===== config.mk =====
export PLATFORM = sky130hd
export DESIGN_NAME = credit_output_arbiter
export DESIGN_NICKNAME = d
export VERILOG_FILES = /design/src/rtl/credit_output_arbiter.sv
export SDC_FILE = /design/constraint.sdc
export NUM_CORES = 1
export LEC_CHECK = 0
export ABC_AREA = 1
export CAP_MARGIN = 10
export CORE_MARGIN = 8
export CORE_UTILIZATION = 44
export CTS_CLUSTER_SIZE = 10
export DETAILED_ROUTE_END_ITERATION = 6
export HOLD_SLACK_MARGIN = 0.12
export PLACE_DENSITY = 0.74
export SLEW_MARGIN = 20
export SYNTH_ARGS = -nofsm -noshare
export SYNTH_HDL_FRONTEND = slang
export SYNTH_SLANG_ARGS = --single-unit

===== constraint.sdc =====
create_clock -name clk -period 5.1 [get_ports clk]
set_input_delay 1.02 -clock clk [delete_from_list [all_inputs] [get_ports clk]]
set_output_delay 1.02 -clock clk [all_outputs]
set_load 0.02 [all_outputs]

===== src/rtl/credit_output_arbiter.sv =====
// Per-output-port scheduler: round-robin among head flits, wormhole lock until
// the tail flit, and credit-based flow control toward the downstream buffer.
module credit_output_arbiter #(
  parameter int NUM_IN    = 5,
  parameter int BUF_DEPTH = 4,
  parameter int CNT_W     = 3
) (
  input  logic              clk,
  input  logic              rst,
  input  logic [NUM_IN-1:0] req_i,
  input  logic [NUM_IN-1:0] head_i,
  input  logic [NUM_IN-1:0] tail_i,
  input  logic              credit_ret_i,
  output logic [NUM_IN-1:0] grant_o,
  output logic              valid_o,
  output logic [CNT_W-1:0]  credit_cnt_o,
  output logic              credit_en_o,
  output logic              locked_o,
  output logic [NUM_IN-1:0] owner_o,
  output logic              err_o
);

  localparam int PTR_W = (NUM_IN > 1) ? $clog2(NUM_IN) : 1;
  localparam logic [CNT_W-1:0] CNT_MAX = CNT_W'(BUF_DEPTH);

  typedef enum logic {IDLE, LOCKED} state_t;

  state_t             state_q, state_d;
  logic [PTR_W-1:0]   rr_ptr_q, rr_ptr_d;
  logic [NUM_IN-1:0]  owner_q, owner_d;
  logic [CNT_W-1:0]   cnt_q, cnt_d;
  logic               err_q, err_d;

  logic               has_credit;
  logic [NUM_IN-1:0]  eligible;
  logic [NUM_IN-1:0]  win_oh;
  logic [PTR_W-1:0]   win_idx;
  logic               win_found;
  logic               win_tail;
  logic [PTR_W-1:0]   owner_idx;
  logic               owner_go;
  logic               owner_tail;
  logic [NUM_IN-1:0]  grant;
  logic               send;
  int                 scan_idx;

  assign has_credit = (cnt_q != '0);

  // Only head flits may open a new packet; body flits without an owner are ignored.
  for (genvar gi = 0; gi < NUM_IN; gi++) begin : g_elig
    assign eligible[gi] = req_i[gi] & head_i[gi] & has_credit;
  end

  // Scan starts one past the last served port, so the last winner has lowest priority.
  always_comb begin
    win_oh    = '0;
    win_idx   = '0;
    win_found = 1'b0;
    scan_idx  = 0;
    for (int k = 1; k <= NUM_IN; k++) begin
      scan_idx = (int'(rr_ptr_q) + k) % NUM_IN;
      if (!win_found && eligible[PTR_W'(scan_idx)]) begin
        win_found                = 1'b1;
        win_oh[PTR_W'(scan_idx)] = 1'b1;
        win_idx                  = PTR_W'(scan_idx);
      end
    end
  end

  assign win_tail = |(win_oh & tail_i);

  always_comb begin
    owner_idx = '0;
    for (int i = 0; i < NUM_IN; i++) begin
      if (owner_q[i]) owner_idx = PTR_W'(i);
    end
  end

  assign owner_go   = (|(owner_q & req_i)) & has_credit;
  assign owner_tail = |(owner_q & tail_i);

  always_ff @(posedge clk) begin
    if (rst) begin
      state_q  <= IDLE;
      rr_ptr_q <= PTR_W'(NUM_IN - 1);
      owner_q  <= '0;
      cnt_q    <= CNT_MAX;
      err_q    <= 1'b0;
    end else begin
      state_q  <= state_d;
      rr_ptr_q <= rr_ptr_d;
      owner_q  <= owner_d;
      cnt_q    <= cnt_d;
      err_q    <= err_d;
    end
  end

  always_comb begin
    state_d  = state_q;
    rr_ptr_d = rr_ptr_q;
    owner_d  = owner_q;
    case (state_q)
      IDLE: begin
        if (win_found) begin
          if (win_tail) begin
            rr_ptr_d = win_idx;
          end else begin
            state_d = LOCKED;
            owner_d = win_oh;
          end
        end
      end
      LOCKED: begin
        if (owner_go && owner_tail) begin
          state_d  = IDLE;
          rr_ptr_d = owner_idx;
          owner_d  = '0;
        end
      end
      default: state_d = IDLE;
    endcase
  end

  always_comb begin
    grant = '0;
    case (state_q)
      IDLE:    grant = win_oh;
      LOCKED:  grant = owner_go ? owner_q : '0;
      default: grant = '0;
    endcase
  end

  assign send = |grant;

  // A return at full count saturates and flags the downstream protocol error.
  always_comb begin
    cnt_d = cnt_q;
    err_d = err_q;
    case ({send, credit_ret_i})
      2'b10: cnt_d = cnt_q - 1'b1;
      2'b01: begin
        if (cnt_q == CNT_MAX) err_d = 1'b1;
        else                  cnt_d = cnt_q + 1'b1;
      end
      default: cnt_d = cnt_q;
    endcase
  end

  assign grant_o      = grant;
  assign valid_o      = send;
  assign credit_cnt_o = cnt_q;
  assign credit_en_o  = has_credit;
  assign locked_o     = (state_q == LOCKED);
  assign owner_o      = owner_q;
  assign err_o        = err_q;

endmodule


## Word-level counts from Yosys, hierarchy flattened

Index checks and enable logic that the tools add are counted.

| operators by class | value |
|---|---|
| reductions and logical operators | 24 |
| mux-type cells | 60 |
| equality and inequality tests | 8 |
| div/mod/pow operators | 5 |
| magnitude comparators | 10 |
| add/subtract/negate cells | 7 |
| bitwise operators | 19 |

Operator list:

| operator | count |
|---|---|
| $mod A32 B4 Y32 const B | 5 |
| $mux W5 | 9 |
| $mux W3 | 12 |
| $lt A3 B5 Y1 const B | 5 |
| $mux W1 | 24 |
| $or A5 B5 Y5 | 4 |
| $pmux W5 S2 | 2 |
| $reduce_or A5 Y1 | 4 |
| $and A5 B5 Y5 | 3 |
| $bmux W1 S3 | 5 |
| $demux W1 S3 | 5 |
| $ge A3 B1 Y1 const B | 5 |
| $pmux W3 S2 | 2 |
| $and A1 B1 Y1 | 11 |
| $logic_and A1 B1 Y1 | 10 |
| $add A3 B2 Y4 const B | 2 |
| $add A3 B3 Y4 const B | 2 |
| $ne A2 B2 Y1 const B | 4 |
| $reduce_and A3 Y1 | 2 |
| $add A3 B1 Y4 const B | 1 |
| $logic_not A1 Y1 | 4 |
| $reduce_and A2 Y1 | 2 |
| $add A3 B1 Y3 const B | 1 |
| $eq A3 B3 Y1 const B | 1 |
| 8 further kinds | 8 |

| storage, ports and cells | value |
|---|---|
| input port bits | 18 |
| register bits after elaboration | 13 |
| logic and storage cells | 138 |
| output and inout port bits | 17 |

## Longest topological paths before layout

Gate-level depths: netlist of the first run.

| depth | value |
|---|---|
| depth in word-level cells | 23 |
| gate-level depth with buffers | 41 |
| mapped depth without buffers | 41 |

## Least setup slack after synthesis of the first run

No wires, ideal clock.

| timing | value |
|---|---|
| path type | reg-to-output |
| from | register rr_ptr_q[0] |
| to | output valid_o |
| buffers on the path | 1 |
| path slack | 0.115 ns |
| arrival | 3.965 ns |
| cell stages (with the launch flop) | 29 |
| required time | 4.080 ns |
| cells stage by stage | dfxtp_1 inv_1 ha_1 buf_2 inv_1 ha_1 nor2_1 nand3_1 nand2_1 nand2_1 nand2_1 ha_1 inv_1 or2_2 nand3_2 nand2_2 nand2_1 nand2_1 nor2_1 nand3_1 nand3_2 nand3_1 nor2_4 nand3_1 nand2_1 nand2_1 nand2_1 nor2_2 nand2_2 |

| on the way | value |
|---|---|
| longest elaborated chain between the ends | 20 |

RTL lines:

| item | line | RTL |
|---|---|---|
| start, declared | 29 | `logic [PTR_W-1:0] rr_ptr_q, rr_ptr_d;` |
| start signal, assigned | 85 | `rr_ptr_q <= PTR_W'(NUM_IN - 1);` |
| start signal, assigned | 91 | `rr_ptr_q <= rr_ptr_d;` |
| branches (longest 17 deep; another with $mod A32 B4 Y32) | -- |  |
| $mux W5 * | 62 | `if (!win_found && eligible[PTR_W'(scan_idx)]) begin` |
| $pmux W5 S2 * | 126 | `case (state_q)` |
| via grant_o[3] | 14 | `output logic [NUM_IN-1:0] grant_o,` |
| $reduce_or A5 Y1 * | 133 | `assign send = \|grant;` |
| end, declared | 15 | `output logic valid_o,` |

Mark *: on every way through the listed nets, which the timed path passes. The select of a mux whose other input is x is not followed.

## Worst setup path in the final report of the first run

| timing | value |
|---|---|
| from | register rr_ptr_q[0] |
| to | output valid_o |

| on the way | value |
|---|---|
| longest elaborated chain between the ends | 20 |

RTL lines:

| item | line |
|---|---|
| branches (longest 17 deep; another with $mod A32 B4 Y32) | -- |
| $mux W5 * | 62 |
| $pmux W5 S2 * | 126 |
| $reduce_or A5 Y1 * | 133 |

Every way passes the cells marked *. The select of a mux whose other input is x is not followed.

==> impl_metrics.tcl, run 1 <==
set metrics [dict create \
    synth_nets 527 \
    globalplace.congestion 0.9540 \
    die_w_microns 94.45 \
    core-area_sq_mm 0.005921 \
    wl_per_cell_microns 13.28 \
    syn_area_per_cell_sq_um 5.617 \
    overflow 0 \
    grt_use_met1_pct 22.38 \
    drv_slew 0 \
    cts_tree "built" \
    dp_hpwl_microns 6656 \
    slowest_stage "dfxtp_2" \
    status "complete, no violations" \
    grt_most_used_layer "met2" \
    worstSkewPairLatency_ns 0.25 \
    rows 28 \
    startpoint_type "flip-flop" \
    cts_hold_buf 0 \
    synth_edf_count 0 \
    final.setup.tns_ns 0 \
    grt_util_met2_pct 31.00 \
    final-hold-violation-count 0 \
    cp-end-kind "output pin" \
    syn_to_final_growth_pct 38.82 \
    clk_path_buf_depth 2 \
    arrival_ns 3.89 \
    htreeDepth 1 \
    finish.utilization_pct 63.48 \
    num_vias 3372 \
    post-route-period-util_pct 96.23 \
    num_io_pins 35 \
    cp_top_family "simple AND/OR/NAND/NOR gates" \
    ys_warn_count 0 \
    fin_skew_ns 0.002602 \
    post-place-ws_ns -0.1880 \
    cp_num_buf_inv 5 \
    grt_use_total_pct 17.93 \
    crit_type "reg2out" \
    max_freq_ghz 0.2038 \
    max_stage_delay_ns 0.36 \
    max_cap_viol_count 0 \
    finalSetupViolCount 0 \
    grt_pass1_vias 3143 \
    grt_pass1_wl_microns 13390 \
    cp.required_ns 4.08 \
    synthDistinctLibCells 37 \
    fp.dieH_microns 94.45 \
    synth_seq_cells 13 \
    layout.cells.non_filler 636 \
    hold_path_class "reg2reg" \
    root_buffer "clkbuf_8" \
    clkSlewWorstSetupHoldPaths_ns 0.06 \
    antenna_found_initial 0 \
    netlist_area_sq_mm 0.002708 \
    setup_ws_ns 0.1925 \
    r2r_slack_ns 0.44 \
    drive_gt1_share_pct 28.88 \
    fin_crit_ns 4.908 \
    totalWireLength_microns 8447 \
    synthCells 482 \
    via_per_inst 5.302 \
    drc 0 \
    gr-usage-met3_pct 1.825 \
    portBuffers 34 \
    dpl.cell_count 624 \
    drt.antenna.violating_nets 0 \
    maxSlewHeadroom_pct 63.06 \
    path_max_fanout 5 \
    numCtsBuffers 3 \
    path_common_cell "nand2_2" \
    async_reset_ff_share_pct 0 \
    nNetsFinal 607 \
    synth_ff_type "dfxtp_1" \
    grt_max_degree 15 \
    initial_core_util_pct 45.73 \
    drt_iter0_drc 181 \
    dieArea_sq_mm 0.008920 \
    worst_pin_slew_ns 0.5504 \
    cts.sinks 13 \
    yosysSeqAreaShare_pct 9.612 \
    diodes 0 \
    synth_area_leaders "nand2_1, ha_1, nand3_1, dfxtp_1, inv_1" \
    drt_pass1_iterations 5 \
    synth_top_area_cell "nand2_1" \
    synth_top_cell_area_share_pct 17.88 \
]
routing by layer:
| metal | wire length (microns) | vias to the layer above |
|---|---|---|
| met4 | 152 | 0 |
| met1 | 3741 | 1543 |
| met2 | 4180 | 105 |
| li1 | - | 1709 |
| met5 | 0 | - |
| met3 | 372 | 15 |
final cells by class:
type                    count  area (sq um)
clock buffers               4         45.04
fillers                   543          2162
inverters                  74         280.3
multi-input cells         388          2394
flip-flops and latches     13         264.0
well taps                  75         93.84
repair buffers             82         681.9
state kept, by name, summed over array words and instances (netlist names):
signal / count
owner_o: 5
credit_cnt_o: 3
err_o: 1
locked_o: 1
rr_ptr_q: 3
layout by cell type (no fill, tap or decap), drive strengths merged, types with 4 or more instances in the layout:
cell	instances
nand2	155
o21ai	26
buf	50
dfxtp	13
inv	74
nand4	6
nor2	54
a21oi	27
clkbuf	6
nor3	7
nand3	67
clkdlybuf4s50	29
ha	26
xor2	4
synth_stat cells (3+ instances only):
library cell / instances
inv_1: 69
nand3_1: 61
o21ai_1: 7
nor3_1: 6
ha_1: 26
nor2_4: 4
nor2_2: 5
inv_2: 4
o21ai_2: 4
nand4_1: 6
a21oi_1: 26
or2_2: 3
dfxtp_1: 13
nand3_2: 5
o22ai_1: 3
nand2_1: 129
o21ai_0: 15
nor2_1: 45
nand2_4: 3
nand2_2: 23
xor2_1: 4
buf_2: 3
timing repair:
| item | CTS | global route |
|---|---|---|
| resized for setup | 21 | 64 |
| pin swaps | 5 | 25 |
| endpoints found under the setup margin | 5 | 7 |
| buffers inserted | 1 | 7 |
worst paths after layout:
path                                               start                           end  cells after the start
worst max register to register  rr_ptr_q[0]$_SDFFE_PP0P_  credit_cnt_o[2]$_SDFFE_PP1P_                     41
worst min-delay path                  err_o$_SDFFE_PP0P_            err_o$_SDFFE_PP0P_                      2
worst min register to register        err_o$_SDFFE_PP0P_            err_o$_SDFFE_PP0P_                      2
worst max-delay path            rr_ptr_q[0]$_SDFFE_PP0P_                       valid_o                     32
cell families (layout without fill, tap and decap cells):
group,after synthesis,in the layout,share of synthesized area (%)
simple gates,294,294,51.39
buf+inv,81,160,11.74
compound gates,63,63,13.22
fa+ha+maj,27,27,12.75
flops,13,13,9.612
xor+xnor,4,4,1.294
stage by stage:
step | hold slack (ns) | cell area [sq um]
final | 0.4527 | 3759
after global routing | 0.5000 | 3759
after CTS | 0.4546 | 3470
after detailed placement | 0.4437 | 3405
after global placement | 0.4427 | 3405
after floorplan | 0.5264 | 2708
worst register-to-register path, delay by kind of cell (launching register included):
kind | cells | cell delay (ns)
buffers and inverters | 7 | 0.50
and+or+nand+nor | 30 | 2.83
DFF | 1 | 0.36
adders and majority gates | 4 | 0.85
Power of run 1 is not shown: default switching activity piles up to over one toggle a cycle in this logic, so the estimate is an artifact.
==> run 2: changes to the inputs <==
--- a/config.mk
+++ b/config.mk
@@ -7,6 +7,7 @@
 export LEC_CHECK = 0
 export ABC_AREA = 1
 export CAP_MARGIN = 10
+export CORE_ASPECT_RATIO = 0.5
 export CORE_MARGIN = 8
 export CORE_UTILIZATION = 44
 export CTS_CLUSTER_SIZE = 10
==> impl_metrics.tcl, run 2 (synthesis results as in run 1) <==
set metrics [dict create \
    hold_path_class "reg2reg" \
    grt_pass1_vias 3037 \
    layout_common_cells "nand2_1, inv_1, buf_4" \
    max_freq_ghz 0.2013 \
    clkSlewWorstSetupHoldPaths_ns 0.05 \
    maxSlewHeadroom_pct 56.64 \
    root_buffer "clkbuf_16" \
    via_per_inst 5.285 \
    diodes 0 \
    initial_core_util_pct 45.08 \
    grt_max_degree 18 \
    num_io_pins 35 \
    dieArea_sq_mm 0.009072 \
    grt_pass1_wl_microns 13720 \
    core-area_sq_mm 0.006006 \
    drc 0 \
    dp_hpwl_microns 6389 \
    num_vias 3388 \
    cts.sinks 13 \
    path_max_fanout 7 \
    cts_tree "built" \
    layout_commonest_cell "nand2_1" \
    totalWireLength_microns 8648 \
    status "complete, no violations" \
    final-hold-violation-count 0 \
    fin_hold_ws_ns 0.4557 \
    fp.dieH_microns 71.47 \
    globalplace.congestion 0.9506 \
    cp.required_ns 4.08 \
    cts_hold_buf 0 \
    max_stage_delay_ns 0.32 \
    final.setup.tns_ns 0 \
    drt_iter0_drc 295 \
    cp-end-kind "output pin" \
    fill_cells 538 \
    fin_skew_ns 0.001651 \
    post-route-period-util_pct 97.43 \
    path_common_cell "nand2_2" \
    drive_gt1_share_pct 28.55 \
    seqCellArea_sq_um 264.0 \
    rows 20 \
    max_cap_viol_count 0 \
    drt.antenna.violating_nets 0 \
    clk_path_buf_depth 2 \
    drv_slew 0 \
    die_w_microns 126.9 \
    worst_pin_slew_ns 0.6435 \
    worstSkewPairLatency_ns 0.25 \
    htreeDepth 1 \
    nNetsFinal 610 \
    multi_input_area_sq_mm 0.002386 \
    arrival_ns 3.95 \
    wl_per_cell_microns 13.49 \
    antenna_found_initial 0 \
    portBuffers 34 \
    drt_pass1_iterations 6 \
    largest_register_ff_count 5 \
    fin_crit_ns 4.969 \
    slowest_stage "dfxtp_2" \
    overflow 0 \
    startpoint_type "flip-flop" \
    crit_type "reg2out" \
    finalSetupViolCount 0 \
    numCtsBuffers 3 \
    syn_to_final_growth_pct 41.22 \
    grt_use_total_pct 17.80 \
]
run 2: cell types whose count changed in the layout (fill, tap and decap cells not counted), moves of 3 or more:
cell	change
clkbuf_16	+3
nand2_2	-6
ha_2	-3
nor2_4	-3
nand2_1	+5
clkbuf_8	-3
run 2: timing repair:
action | CTS | global route
pin swaps | 6 | 29
resized for setup | 22 | 61
gates cloned | 0 | 0
setup buffers | 4 | 6
setup endpoints to repair | 5 | 7
run 2: metrics by stage:
stage | util, % | std cells | cell area (sq um) | setup WS, ns
6_report | 63.67 | 641 | 3824 | 0.1312
5_1_grt | 63.67 | 641 | 3824 | -0.05228
4_1_cts | 59.23 | 635 | 3557 | 0.007841
3_5_place_dp | 56.85 | 627 | 3415 | -0.2838
3_3_place_gp | 56.85 | 627 | 3415 | -0.2734
2_1_floorplan | - | 482 | 2708 | 0.1146
run 2: path summary, 6_finish.rpt:
kind / slack (ns) / endpoint / from / cells after the start
worst min-delay path: 0.46 / err_o$_SDFFE_PP0P_ / err_o$_SDFFE_PP0P_ / 2
worst min register to register: 0.46 / err_o$_SDFFE_PP0P_ / err_o$_SDFFE_PP0P_ / 2
worst max register to register: 0.38 / credit_cnt_o[2]$_SDFFE_PP1P_ / rr_ptr_q[1]$_SDFFE_PP0P_ / 37
worst max-delay path: 0.13 / valid_o / rr_ptr_q[1]$_SDFFE_PP0P_ / 28
run 2: cell type report:
cell class                      count  share of cell area, %
Clock buffer                        3                  1.963
Multi-Input combinational cell    388                  62.40
Inverter                           74                  7.330
Sequential cell                    13                  6.904
Clock inverter                      1                 0.1309
Timing Repair Buffer               85                  18.75
Tap cell                           77                  2.520
run 2: routing by layer:
layer  vias to the layer above  part of all wire, %  global-route usage [%]
met4                         0                  1.8                   4.967
li1                       1716                    -                       -
met1                      1519                   48                   23.54
met3                        21                  7.1                   3.775
met2                       132                   44                   28.57
met5                         -                    0                       0
run 2: critical path: cells and delay by family (launching register included):
kind / cells / cell delay [ns]
fa+ha+maj: 3 / 0.50
compound gates: 1 / 0.20
simple gates: 19 / 1.99
buf+inv: 4 / 0.51
flops: 1 / 0.32
xor+xnor: 1 / 0.17
Power of run 2 is left out for the same reason.
==> run 3: changes to the inputs <==
--- a/config.mk
+++ b/config.mk
@@ -13,7 +13,7 @@
 export CTS_CLUSTER_SIZE = 10
 export DETAILED_ROUTE_END_ITERATION = 6
 export HOLD_SLACK_MARGIN = 0.12
-export PLACE_DENSITY = 0.74
+export PLACE_DENSITY = 0.68
 export SLEW_MARGIN = 20
 export SYNTH_ARGS = -nofsm -noshare
 export SYNTH_HDL_FRONTEND = slang
==> impl_metrics.tcl, run 3 (synthesis results as in run 1) <==
set metrics [dict create \
    wl_per_cell_microns 12.86 \
    dpl.cell_count 631 \
    drt_iter0_drc 242 \
    clkSlewWorstSetupHoldPaths_ns 0.05 \
    dpl_cell_area_sq_mm 0.003445 \
    syn_to_final_growth_pct 41.13 \
    worstHoldStart "err_o$_SDFFE_PP0P_" \
    path_max_fanout 10 \
    die_w_microns 126.9 \
    core-area_sq_mm 0.006006 \
    via_per_inst 5.064 \
    slowest_stage "dfxtp_2" \
    antenna_found_initial 0 \
    post-route-period-util_pct 95.23 \
    overflow 0 \
    initial_core_util_pct 45.08 \
    max_cap_viol_count 0 \
    fin_area_sq_mm 0.003821 \
    nNetsFinal 611 \
    diodes 0 \
    cts_hold_buf 0 \
    fin_hold_ws_ns 0.4545 \
    cts_tree "built" \
    final-hold-violation-count 0 \
    arrival_ns 3.84 \
    wl_met3_microns 468 \
    dp_hpwl_microns 6450 \
    cp-end-kind "output pin" \
    worst_pin_slew_ns 0.4658 \
    wl_met2_microns 3556 \
    max_freq_ghz 0.2059 \
    numCtsBuffers 3 \
    r2r_start "rr_ptr_q[0]$_SDFFE_PP0P_" \
    portBuffers 34 \
    dieArea_sq_mm 0.009072 \
    root_buffer "clkbuf_16" \
    fp.dieH_microns 71.47 \
    status "complete, no violations" \
    finalSetupViolCount 0 \
    worstSkewPairLatency_ns 0.25 \
    grt_pass1_vias 2835 \
    layout_common_cells "nand2_1, inv_1, nand3_1" \
    cp.required_ns 4.08 \
    globalplace.congestion 0.8817 \
    num_vias 3251 \
    layout.cells.non_filler 642 \
    fill_cells 571 \
    drt.antenna.violating_nets 0 \
    clk_path_buf_depth 2 \
    crit_start "rr_ptr_q[0]$_SDFFE_PP0P_" \
    cts.sinks 13 \
    crit_chain "inv_2 > ha_4 > buf_4 > ha_1 > nor2_2 > nand2_2 > nand2_2 > xor2_2 > buf_4 > ha_1 > or2_2 > nand3_2 > nand3_1 > nand2_2 > nand3_1 > nand2_1 > nand2_1 > nor2_2 > nand4_1 > nand3_2 > a21oi_2 > buf_4 > inv_1 > clkdlybuf4s15_1" \
    met1Wirelength_microns 4195 \
    crit_type "reg2out" \
    fin_crit_ns 4.857 \
    grt_use_total_pct 17.26 \
    fin_skew_ns 0.001852 \
    hold_path_class "reg2reg" \
    layout_commonest_cell "nand2_1" \
    grt_pass1_wl_microns 13140 \
    max_stage_delay_ns 0.35 \
    drive_gt1_share_pct 29.20 \
    htreeDepth 1 \
    largest_register_ff_count 5 \
    startpoint_type "flip-flop" \
    drt_pass1_iterations 5 \
    totalWireLength_microns 8255 \
    maxSlewHeadroom_pct 68.74 \
    drc 0 \
    final.setup.tns_ns 0 \
    num_io_pins 35 \
    drv_slew 0 \
    rows 20 \
    grt_max_degree 18 \
    routed.top_layer "met4" \
]
run 3: cell count changes in the layout (fill, tap and decap cells not counted), sizes merged:
cell	previous run	this run
buf	53	54
run 3: metal layers:
metal | up-vias | global-route usage [%]
met5 | - | 0
met4 | 0 | 1.961
met3 | 5 | 3.405
met2 | 83 | 27.40
met1 | 1440 | 24.12
li1 | 1723 | -
run 3: path summary, 6_finish.rpt:
path,endpoint,slack [ns],depth (start not counted)
max,grant_o[2],0.24,24
min,err_o$_SDFFE_PP0P_,0.45,2
max reg2reg,credit_cnt_o[2]$_SDFFE_PP1P_,0.52,35
min reg2reg,err_o$_SDFFE_PP0P_,0.45,2
run 3: critical path: cells and delay by family (launching register included):
family          cells  cell delay, ns
flops               1            0.35
buf+inv             6            0.86
xor+xnor            1            0.16
simple gates       13            1.49
compound gates      1            0.07
fa+ha+maj           3            0.65
run 3: stage by stage:
step                worst slack, ns  utilization (%)
finish                       0.2435            63.63
global route               -0.02766            63.63
detailed placement          -0.2862            57.35
floorplan                    0.1146                -
CTS                       0.0006235            59.42
global placement            -0.2900            57.35
run 3: layout make-up:
class	count	area, sq um	area share (%)
clock buffer	3	75.07	1.965
clock inverter	1	5.005	0.1310
inverter	74	280.3	7.335
multi-input combinational	388	2372	62.08
sequential	13	264.0	6.909
tap	77	96.34	2.521
timing repair buffer	86	728.2	19.06
run 3: repair_timing:
item / in CTS / in global routing
setup buffers: 2 / 5
endpoints found under the hold margin: 0 / 0
gates cloned: 0 / 0
pin swaps: 3 / 27
gates resized for setup: 23 / 65
setup endpoints to repair: 5 / 7
Power of run 3 is left out for the same reason.
